### config.mk
export PLATFORM = sky130hd
export DESIGN_NAME = tmds_rx_channel
export DESIGN_NICKNAME = d
export VERILOG_FILES = /design/src/rtl/dvi_pkg.sv /design/src/rtl/tmds_rx_channel.sv
export SDC_FILE = /design/constraint.sdc
export NUM_CORES = 1
export LEC_CHECK = 0
export ABC_CLOCK_PERIOD_IN_PS = 2600
export CELL_PAD_IN_SITES_DETAIL_PLACEMENT = 1
export CELL_PAD_IN_SITES_GLOBAL_PLACEMENT = 1
export CORE_ASPECT_RATIO = 1.4
export CORE_UTILIZATION = 30
export DETAILED_ROUTE_END_ITERATION = 8
export PLACE_DENSITY = 0.56
export SYNTH_ARGS = -nofsm -noshare
export SYNTH_HDL_FRONTEND = slang
export SYNTH_SLANG_ARGS = --single-unit
export TNS_END_PERCENT = 50
### constraint.sdc
create_clock -name clk_i -period 2.6 [get_ports clk_i]
set_input_delay 0.52 -clock clk_i [delete_from_list [all_inputs] [get_ports clk_i]]
set_output_delay 0.52 -clock clk_i [all_outputs]
set_load 0.05 [all_outputs]
### src/rtl/dvi_pkg.sv
// dvi_pkg: shared DVI/TMDS constants, receive-aligner state type and data-word decoder.
package dvi_pkg;
    localparam int COLOR_W = 8;
    localparam logic [9:0] TMDS_CTRL_00 = 10'b1101010100;
    localparam logic [9:0] TMDS_CTRL_01 = 10'b0010101011;
    localparam logic [9:0] TMDS_CTRL_10 = 10'b0101010100;
    localparam logic [9:0] TMDS_CTRL_11 = 10'b1010101011;
    typedef enum logic {SEARCH, LOCKED} tmds_rx_state_t;
    function automatic logic [COLOR_W-1:0] tmds_decode_word(input logic [9:0] q);
        logic [7:0] dp;
        logic [7:0] d;
        dp   = q[9] ? ~q[7:0] : q[7:0];
        d[0] = dp[0];
        for (int i = 1; i < 8; i++)
            d[i] = q[8] ? dp[i] ^ dp[i-1] : ~(dp[i] ^ dp[i-1]);
        return d;
    endfunction
endpackage

### src/rtl/tmds_rx_channel.sv
// tmds_rx_channel: one TMDS sink channel; hunts the word boundary on control-token
// runs, then decodes aligned words to pixel data or C0/C1 control with DE.
module tmds_rx_channel
    import dvi_pkg::*;
#(
    parameter int LOCK_TOKENS = 8,
    parameter int TIMEOUT     = 1024
) (
    input  logic               clk_i,
    input  logic               rst_i,
    input  logic [9:0]         raw_i,
    output logic [COLOR_W-1:0] data_o,
    output logic               c0_o,
    output logic               c1_o,
    output logic               de_o,
    output logic               locked_o,
    output logic [3:0]         align_offset_o
);
    localparam int RW = $clog2(LOCK_TOKENS + 1);
    localparam int TW = $clog2(TIMEOUT);
    tmds_rx_state_t     state_q, state_d;
    logic [9:0]         raw_q, word1_q, word1_d, word;
    logic [3:0]         offset_q, offset_d;
    logic [RW-1:0]      run_q, run_d;
    logic [TW-1:0]      tmo_q, tmo_d;
    logic               ctrl1_q, ctrl1_d, lk1_q, lk1_d;
    logic               is_ctrl, run_full, advance;
    logic [1:0]         tok_c;
    logic [COLOR_W-1:0] data_q, data_d;
    logic               c0_q, c0_d, c1_q, c1_d, de_q, de_d, locked_q, locked_d;
    logic [19:0]        window;
    always_comb begin
        window   = {raw_i, raw_q};
        word     = window[offset_q +: 10];
        is_ctrl  = word == TMDS_CTRL_00 || word == TMDS_CTRL_01 ||
                   word == TMDS_CTRL_10 || word == TMDS_CTRL_11;
        run_full = run_q == RW'(LOCK_TOKENS);
        // A completed run always outranks a simultaneous timeout.
        advance  = tmo_q == TW'(TIMEOUT - 1) && !run_full;
        state_d  = (state_q == SEARCH && run_full) ? LOCKED : advance ? SEARCH : state_q;
        offset_d = !advance ? offset_q : (offset_q == 4'd9) ? 4'd0 : offset_q + 4'd1;
        run_d    = (advance || !is_ctrl) ? '0 : run_full ? run_q : run_q + 1'b1;
        tmo_d    = (run_full || advance) ? '0 : tmo_q + 1'b1;
        word1_d  = word;
        ctrl1_d  = is_ctrl;
        lk1_d    = state_q == LOCKED;
        tok_c    = word1_q == TMDS_CTRL_00 ? 2'b00 : word1_q == TMDS_CTRL_01 ? 2'b01 :
                   word1_q == TMDS_CTRL_10 ? 2'b10 : 2'b11;
        de_d     = lk1_q && !ctrl1_q;
        data_d   = de_d ? tmds_decode_word(word1_q) : '0;
        c0_d     = !lk1_q ? 1'b0 : ctrl1_q ? tok_c[0] : c0_q;
        c1_d     = !lk1_q ? 1'b0 : ctrl1_q ? tok_c[1] : c1_q;
        locked_d = lk1_q;
    end
    always_ff @(posedge clk_i or posedge rst_i) begin
        if (rst_i) begin
            state_q  <= SEARCH;
            raw_q    <= '0;
            offset_q <= '0;
            run_q    <= '0;
            tmo_q    <= '0;
            word1_q  <= '0;
            ctrl1_q  <= 1'b0;
            lk1_q    <= 1'b0;
            data_q   <= '0;
            c0_q     <= 1'b0;
            c1_q     <= 1'b0;
            de_q     <= 1'b0;
            locked_q <= 1'b0;
        end else begin
            state_q  <= state_d;
            raw_q    <= raw_i;
            offset_q <= offset_d;
            run_q    <= run_d;
            tmo_q    <= tmo_d;
            word1_q  <= word1_d;
            ctrl1_q  <= ctrl1_d;
            lk1_q    <= lk1_d;
            data_q   <= data_d;
            c0_q     <= c0_d;
            c1_q     <= c1_d;
            de_q     <= de_d;
            locked_q <= locked_d;
        end
    end
    assign data_o         = data_q;
    assign c0_o           = c0_q;
    assign c1_o           = c1_q;
    assign de_o           = de_q;
    assign locked_o       = locked_q;
    assign align_offset_o = offset_q;
endmodule

Word-level counts from Yosys, hierarchy flattened
Index checks and enable logic that the tools add are counted.
{ "word_totals": {"ff_bits": 53, "out_inout_bits": 16, "word_cells": 79} }
{ "classes": {"addsub": 3, "n_eq_ne": 12, "shift": 1, "n_mux": 22, "n_bitwise": 16, "reduce_logical": 12} }
{ "ops": {"columns": ["cell", "n"], "rows": [
  ["== test 10 bit, second input constant", 4],
  ["== test 10 x 8 -> 1 bit, second input constant", 2],
  ["== test 10 x 9 -> 1 bit, second input constant", 2],
  ["variable part select 20 x 5 -> 10 bit", 1],
  ["2-to-1 mux 8 bit", 2],
  ["2-to-1 mux 1 bit", 14],
  ["2-to-1 mux 4 bit", 3],
  ["adder 10 x 1 -> 10 bit, second input constant", 1],
  ["2-to-1 mux 10 bit", 1],
  ["adder 4 x 1 -> 4 bit, second input constant", 2],
  ["== test 4 bit, second input constant", 2],
  ["NOT 1 bit", 8],
  ["NOT 8 bit", 1],
  ["XOR 1 bit", 7],
  ["logical OR 1 bit", 5],
  ["2-to-1 mux 2 bit", 2],
  ["logical AND 1 bit", 3],
  ["logical NOT 1 bit", 3],
  ["inequality test 2 x 1 -> 1 bit, second input constant", 1],
  ["inequality test 2 bit, second input constant", 1],
  ["nonzero test 2 bit", 1]
]} }

Longest topological paths before layout
Gate-level depths: netlist of run 1.
{ "depth": {"depth_word": 8, "ltp_mapped": 9} }

Worst setup path before layout of run 1
OpenSTA, ideal clock, no wires.
{ "synth_path": {"path_type": "reg2reg", "start": "reg offset_q[1], in the netlist align_offset_o[1]", "end": "reg run_q[2]", "setup_time_ns": 0.094, "arrival_time_ns": 2.698, "t_required_ns": 2.506, "path_slack_ns": -0.192, "path_stages_with_launch": 8, "cell_sequence": "dfrtp_1 > buf_2 > buf_4 > mux4_1 > mux4_2 > or3_1 > nand4bb_4 > a211oi_1"} }
{ "synth_via": {"elab_chain_len": 8, "elab_cells_between_ends": 12} }
{ "synth_rtl": {"columns": ["element", "line_no", "rtl"], "rows": [
  ["from (decl)", "tmds_rx_channel.sv:23", "logic [3:0] offset_q, offset_d;"],
  ["from (signal assigned)", "tmds_rx_channel.sv:73", "offset_q <= offset_d;"],
  ["variable part select 20 x 5 -> 10 bit (*)", "tmds_rx_channel.sv:34", "word = window[offset_q +: 10];"],
  ["net word[2]", "tmds_rx_channel.sv:22", "logic [9:0] raw_q, word1_q, word1_d, word;"],
  ["== test 10 bit or == test 10 x 8 -> 1 bit (tied branches)", "tmds_rx_channel.sv:35", "is_ctrl = word == TMDS_CTRL_00 || word == TMDS_CTRL_01 ||"],
  ["logical OR 1 bit (2 in series)", "tmds_rx_channel.sv:35", null],
  ["logical OR 1 bit (*)", "tmds_rx_channel.sv:36", "word == TMDS_CTRL_10 || word == TMDS_CTRL_11;"],
  ["logical NOT 1 bit (*)", "tmds_rx_channel.sv:42", "run_d = (advance || !is_ctrl) ? '0 : run_full ? run_q : run_q + 1'b1;"],
  ["logical OR 1 bit (*)", "tmds_rx_channel.sv:42", null],
  ["inequality test 2 x 1 -> 1 bit (no source line) or 2-to-1 mux 4 bit (tied branches)", null, null],
  ["to (signal assigned)", "tmds_rx_channel.sv:74", "run_q <= run_d;"],
  ["to (decl)", "tmds_rx_channel.sv:24", "logic [RW-1:0] run_q, run_d;"]
]} }
The timed path passes the listed nets; every way through them passes the cells marked *.
A chain may end at the register's enable or synchronous reset.

Worst setup path after layout of run 1
{ "layout_path": {"start": "in raw_i[7]", "end": "reg run_q[2]"} }
{ "layout_via": {"elab_chain_len": 8, "elab_cells_between_ends": 12} }
{ "layout_rtl": {"columns": ["element", "line_no", "rtl"], "rows": [
  ["from (decl)", "tmds_rx_channel.sv:11", "input logic [9:0] raw_i,"],
  ["variable part select 20 x 5 -> 10 bit (*)", "tmds_rx_channel.sv:34", null],
  ["net word[2]", "tmds_rx_channel.sv:22", null],
  ["== test 10 bit or == test 10 x 8 -> 1 bit (tied branches)", "tmds_rx_channel.sv:35", null],
  ["logical OR 1 bit (2 in series)", "tmds_rx_channel.sv:35", null],
  ["logical OR 1 bit (*)", "tmds_rx_channel.sv:36", null],
  ["logical NOT 1 bit (*)", "tmds_rx_channel.sv:42", null],
  ["logical OR 1 bit (*)", "tmds_rx_channel.sv:42", null],
  ["inequality test 2 x 1 -> 1 bit (no source line) or 2-to-1 mux 4 bit (tied branches)", null, null]
]} }
Marked as above.

==> results of run 1 <==
## state kept, by name (all words and copies together) (netlist names), 4 cells and up
register,cells
align_offset_o,4
data_o,8
raw_q,10
run_q,4
tmo_q,10
word1_q,10
## area by class of cell
class	count	area share, %
clock buffers	7	3.78
clock inverters	1	0.796
repair buffers	76	17.9
multi-input cells	156	37.7
well taps	107	3.55
flip-flops and latches	53	35.3
inverters	9	0.896
## routing by layer
metal | wire [um] | vias up
li1 | - | 968
met1 | 2590 | 1017
met2 | 3650 | 38
met3 | 168 | 14
met4 | 217 | 0
met5 | 0 | -
## worst max path at each step
stage / startpoint / endpoint / slack (ns)
5_1_grt: raw_i[7] / run_q[2] / -0.05
6_report: raw_i[7] / run_q[2] / 0.02
4_1_cts: raw_i[4] / run_q[2] / 0.006
3_5_place_dp: raw_i[2] / run_q[2] / -0.47
2_1_floorplan: align_offset_o[0] / run_q[2] / -0.02
3_3_place_gp: raw_i[2] / run_q[2] / -0.42
## placed cells by master (no fill, tap or decap), types with 2 or more instances in the layout
cell type	synthesis	routed
buf_6	2	3
dfrtp_2	0	2
a211oi_2	0	2
dlygate4sd2_1	0	3
clkdlybuf4s50_1	0	20
a22o_1	2	2
xor2_1	6	6
nand4b_1	3	3
mux2i_1	12	10
nor3b_1	2	2
ha_1	3	3
dlymetal6s2s_1	0	4
xnor2_1	18	18
a21o_1	3	3
and3_1	6	6
inv_1	9	8
a22oi_1	4	4
o21ai_1	4	4
buf_4	2	44
mux4_2	17	19
and2_1	3	3
clkbuf_16	0	5
nor2b_1	2	2
nor2_1	26	26
dfrtp_1	53	50
a21oi_1	6	6
nand2_1	8	8
nand3_1	9	9
nand2b_1	4	4
## where the power goes
part | internal, mW | switching, mW
clock network | 0.481 | 0.287
logic | 0.0886 | 0.0669
registers | 0.840 | 0.0189
total | 1.41 | 0.373
## Yosys cell counts, types with 2 or more instances
master	number
buf_4	2
dfrtp_1	53
mux4_1	3
inv_1	9
nor2_1	26
nand2b_1	4
ha_1	3
buf_1	2
o21ai_1	4
a21oi_1	6
xor2_1	6
and3_1	6
a22o_1	2
mux4_2	17
nor3b_1	2
a22oi_1	4
nand2_1	8
clkbuf_1	4
a211oi_1	2
buf_6	2
a21o_1	3
nor2b_1	2
buf_2	2
mux2i_1	12
xnor2_1	18
nand3_1	9
and2_1	3
nand4b_1	3
## cell families after synthesis
family,Yosys count
and+or+nand+nor,72
DFF,53
muxes,33
AOI/OAI and AO/OA,24
xor gates and xnor gates,24
buffers and inverters,21
adders and majority gates,3
## per-stage QoR
| stage | instance area, um^2 | setup slack, ns | setup TNS (ns) | instances |
|---|---|---|---|---|
| floorplan | 2850 | -0.0180 | -0.0360 | 230 |
| global placement | 3470 | -0.417 | -1.89 | 390 |
| detailed placement | 3470 | -0.470 | -2.13 | 390 |
| CTS | 3680 | 0.00601 | 0 | 403 |
| global route | 3770 | -0.0474 | -0.0825 | 409 |
| finish | 3770 | 0.0242 | 0 | 409 |
## repair_timing
action / 4_1_cts / 5_1_grt
setup buffers: 5 / 6
endpoints found under the setup margin: 5 / 4
resized for setup: 9 / 11
pin swaps: 1 / 5
==> results.json, run 1 <==
{
  "post_synth_num_cell_types": 41,
  "r2r_setup_slack_ns": 0.03,
  "worstSetupEndpointType": "register",
  "grt_use_met1_pct": 16.0,
  "maxSlewHeadroom_pct": 65.7,
  "core-area_um2": 9080,
  "drtAntennaViolNets": 0,
  "cp_top_family": "multiplexers",
  "track_usage_pct": 15.1,
  "crit_type": "in -> reg",
  "postCtsHoldBufs": 0,
  "grt-busiest-layer": "met2",
  "synthMuxAreaShare_pct": 21.0,
  "synth-edff-count": 0,
  "yosysSeqAreaShare_pct": 46.9,
  "synth_area_per_cell_um2": 12.3,
  "max_freq_ghz": 0.388,
  "worstRegToRegCells": 6,
  "tightest_slew_ns": 0.513,
  "skew_ns": 0.00449,
  "crit_cells": 6,
  "power.total_mw": 1.78,
  "cts_tree": "done",
  "synth_area_leaders": "dfrtp_1 47%, mux4_2 14%, xnor2_1 5.6%",
  "required_ns": 2.81,
  "fillers": 992,
  "drc": 7,
  "fin_crit_ns": 2.58,
  "antenna_found_initial": 0,
  "dieArea_um2": 9820,
  "max_cap_violations": 0,
  "whs_ns": 0.382,
  "vias": 2037,
  "clock_latency_ns": 0.29,
  "final_core_util_pct": 41.5,
  "firstDrtPassIters": 5,
  "die_w_um": 84.1,
  "wl_per_cell_um": 16.2,
  "grt_overflow": 0,
  "ys_ff_latch": 53,
  "top_level_ports": 28,
  "synth_top_family_by_area": "multiplexers",
  "p_leak_nw": 1.65,
  "synth_compound_area_share_pct": 5.58,
  "vdd_drop_max_uv": 220,
  "wl_mm": 6.62,
  "path_cells": "clkdlybuf4s50_1, mux4_2, mux4_2, or3_1, nand4bb_4, a211oi_2",
  "cp-start-kind": "input pin",
  "grt_max_degree": 26,
  "syn-cell-area_um2": 2830,
  "grt_pass1_wl_mm": 11.2,
  "cp_slowest_cell": "mux4_2",
  "synth-simple-area-share_pct": 14.1,
  "root_buffer": "clkbuf_16",
  "hold_end": "lk1_q",
  "final_max_slew_viol_count": 0,
  "viasPerCell": 4.98,
  "clock-sinks": 53,
  "die_h_um": 117,
  "critical-path-max-stage-delay_ns": 0.50,
  "violations": "design-rule violations",
  "synthXorXnorAreaFrac_pct": 7.43,
  "cp_data_arrival_time_ns": 2.78,
  "gp_congestion": 0.797,
  "initialDrtViolationCount": 33,
  "crit_top_cell": "mux4_2",
  "syn_inst": 230,
  "hold_class": "reg -> reg",
  "path_buf_inv": 1,
  "clk_pin_slew_ns": 0.07,
  "clockBufferDepth": 2,
  "std_cell_rows": 41,
  "rr_endpoint": "run_q[2]",
  "synth_fa_ha_area_share_pct": 1.33,
  "first_global_vias": 2221,
  "nNetsFinal": 316,
  "critPathMaxFanout": 5,
  "syn_nets": 245,
  "ys_async_sr_fraction_pct": 100,
  "holdPathStages": 0,
  "syn2layout_area_growth_pct": 33.4,
  "yosysTopAreaCell": "dfrtp_1",
  "hold_viol": 0,
  "synth_top_area_share_pct": 46.9,
  "multiInputGateArea_um2": 1420,
  "timing.rr.start": "align_offset_o[0]",
  "seq_area_um2": 1330,
  "cts_buffers": 5,
  "synthFlopType": "dfrtp_1",
  "diodes": 0,
  "rsz0062_at_grt": "true",
  "fin_crit_sh_pct": 99.1,
  "setup_violations": 0,
  "ctsHtreeMaxLevel": 2,
  "p_per_area_nw_per_um2": 473,
  "initial_core_util_pct": 31.1,
  "drive_above_1_share_pct": 28.5,
  "yosysWarningCount": 0,
  "gr-usage-met3_pct": 2.59,
  "status": "finished with violations",
  "min_from": "lk1_d",
  "io_buffers": 27,
  "grt_use_met2_pct": 28.5,
  "hpwlAfterDp_mm": 5.11
}
(Power assumes the default switching activity.)
==> inputs of run 2 (changes only) <==
--- a/config.mk
+++ b/config.mk
@@ -11,6 +11,7 @@
 export CORE_ASPECT_RATIO = 1.4
 export CORE_UTILIZATION = 30
 export DETAILED_ROUTE_END_ITERATION = 8
+export GPL_TIMING_DRIVEN = 1
 export PLACE_DENSITY = 0.56
 export SYNTH_ARGS = -nofsm -noshare
 export SYNTH_HDL_FRONTEND = slang
==> results of run 2 <==
Same layout as run 1: the final DEF is identical, and so are final timing and power.
==> inputs of run 3 (changes only) <==
--- a/config.mk
+++ b/config.mk
@@ -10,9 +10,12 @@
 export CELL_PAD_IN_SITES_GLOBAL_PLACEMENT = 1
 export CORE_ASPECT_RATIO = 1.4
 export CORE_UTILIZATION = 30
+export CTS_BUF_LIST = sky130_fd_sc_hd__clkbuf_2 sky130_fd_sc_hd__clkbuf_4 sky130_fd_sc_hd__clkbuf_8
+export CTS_CLUSTER_DIAMETER = 150
 export DETAILED_ROUTE_END_ITERATION = 8
 export GPL_TIMING_DRIVEN = 1
 export PLACE_DENSITY = 0.56
+export RECOVER_POWER = 50
 export SYNTH_ARGS = -nofsm -noshare
 export SYNTH_HDL_FRONTEND = slang
 export SYNTH_SLANG_ARGS = --single-unit
==> run 3 against run 2 <==
Compared with the run above: the flow still finishes with violations (design-rule violations); worst setup slack better by 0.033 ns; global-route usage decreased by 0.11 points; worst hold slack improved by 0.0060 ns; flip-flop and latch count did not move; maximum frequency increased by 1.3%; critical path type unchanged; critical endpoint unchanged; largest power group unchanged.
==> results.json, run 3 (synthesis gave the netlist of run 1 again) <==
{
  "fin_crit_sh_pct": 97.8,
  "die_h_um": 117,
  "clock_latency_ns": 0.31,
  "worstSetupEndpointType": "register",
  "cts_tree": "done",
  "root_buffer": "clkbuf_8",
  "final_common_cell": "dfrtp_1",
  "max_cap_violations": 0,
  "dp_cells": 390,
  "antenna_found_initial": 0,
  "std_cell_rows": 41,
  "vias": 2010,
  "initial_core_util_pct": 31.1,
  "vdd_drop_max_uv": 186,
  "grt_max_degree": 26,
  "track_usage_pct": 15.0,
  "clockBufferDepth": 2,
  "dieArea_um2": 9820,
  "first_global_vias": 2214,
  "wl_mm": 6.55,
  "required_ns": 2.83,
  "maxSlewHeadroom_pct": 38.3,
  "path_buf_inv": 2,
  "viasPerCell": 4.96,
  "violations": "design-rule violations",
  "status": "finished with violations",
  "path_cells": "clkdlybuf4s50_1, mux4_2, mux2_2, a21o_1, nor4_2, nand4b_1, buf_6, a211oi_2",
  "skew_ns": 0.00652,
  "critical-path-max-stage-delay_ns": 0.49,
  "syn2layout_area_growth_pct": 29.6,
  "tightest_slew_ns": 0.924,
  "setup_violations": 0,
  "fin_cells": 405,
  "clock-sinks": 53,
  "nNetsFinal": 312,
  "whs_ns": 0.388,
  "hold_viol": 0,
  "firstDrtPassIters": 6,
  "diodes": 0,
  "postCtsHoldBufs": 0,
  "die_w_um": 84.1,
  "io_buffers": 27,
  "wl_per_cell_um": 16.2,
  "grt_overflow": 0,
  "p_per_area_nw_per_um2": 438,
  "drc": 7,
  "clk_pin_slew_ns": 0.09,
  "crit_type": "in -> reg",
  "gp_congestion": 0.797,
  "p_leak_nw": 1.58,
  "cts_buffers": 5,
  "critPathMaxFanout": 5,
  "core-area_um2": 9080,
  "cp_data_arrival_time_ns": 2.77,
  "initialDrtViolationCount": 25,
  "hpwlAfterDp_mm": 5.11,
  "timing.setup.tns_ns": 0,
  "ctsHtreeMaxLevel": 2,
  "grt_pass1_wl_mm": 11.2,
  "cp_slowest_cell": "mux4_2",
  "fin_crit_ns": 2.54,
  "final_cell_mix": "50 x dfrtp_1, 36 x buf_4, 26 x nor2_1",
  "max_freq_ghz": 0.393,
  "top_level_ports": 28,
  "cp_top_family": "multiplexers",
  "hold_class": "reg -> reg",
  "drive_above_1_share_pct": 26.2,
  "rsz0062_at_grt": "true",
  "final_max_slew_viol_count": 0,
  "cp-start-kind": "input pin",
  "drtAntennaViolNets": 0,
  "largest_registers": "raw_q (10), tmo_q (10), word1_q (10)"
}
run 3: repair_timing:
action	CTS	global route
hold endpoints to repair	0	0
resized for setup	8	7
setup endpoints to repair	5	4
pin swaps	1	2
buffers inserted	5	2
run 3: report_power, final:
group | switching [mW] | internal, mW | total [mW] | leakage, nW
logic | 0.0657 | 0.0840 | 0.150 | 0.842
registers | 0.0189 | 0.839 | 0.858 | 0.674
clock network | 0.273 | 0.325 | 0.598 | 0.0619
total | 0.358 | 1.25 | 1.61 | 1.58
run 3: path summary, 6_finish.rpt:
kind                                   start                 to  slack [ns]  cells past startpoint
hold reg to reg                        lk1_d              lk1_q        0.39                      0
setup reg to reg           align_offset_o[0]           run_q[2]        0.06                      6
hold / removal                         lk1_d              lk1_q        0.39                      0
max in group asynchronous              rst_i  align_offset_o[0]        0.45                      3
setup / recovery                    raw_i[6]           run_q[2]        0.06                      8
min in group asynchronous              rst_i               de_o        0.85                      2
run 3: per-layer routing:
layer  up-vias  global-route usage (%)  share of wire [%]
met5         -                       0                  0
met4         0                    7.70                2.8
met3        12                    2.52                2.4
met2        37                    28.4                 55
met1       998                    16.1                 39
li1        963                       -                  -
run 3: stage by stage:
step	worst slack, ns	cell area [um^2]	util [%]	power (mW)
after floorplan	-0.0180	2850	-	0.951
after global placement	-0.417	3470	38.3	1.03
after detailed placement	-0.470	3470	38.3	1.03
after CTS	0.0214	3630	40.0	1.64
after global routing	-0.0370	3660	40.4	1.68
final	0.0574	3660	40.4	1.61
run 3: final cells by class:
cell class / count / area [um^2]
timing repair buffer: 72 / 631
inverter: 9 / 33.8
sequential: 53 / 1330
tap: 107 / 134
clock inverter: 1 / 30.0
fill: 1012 / 5420
multi-input combinational: 156 / 1410
clock buffer: 7 / 90.1
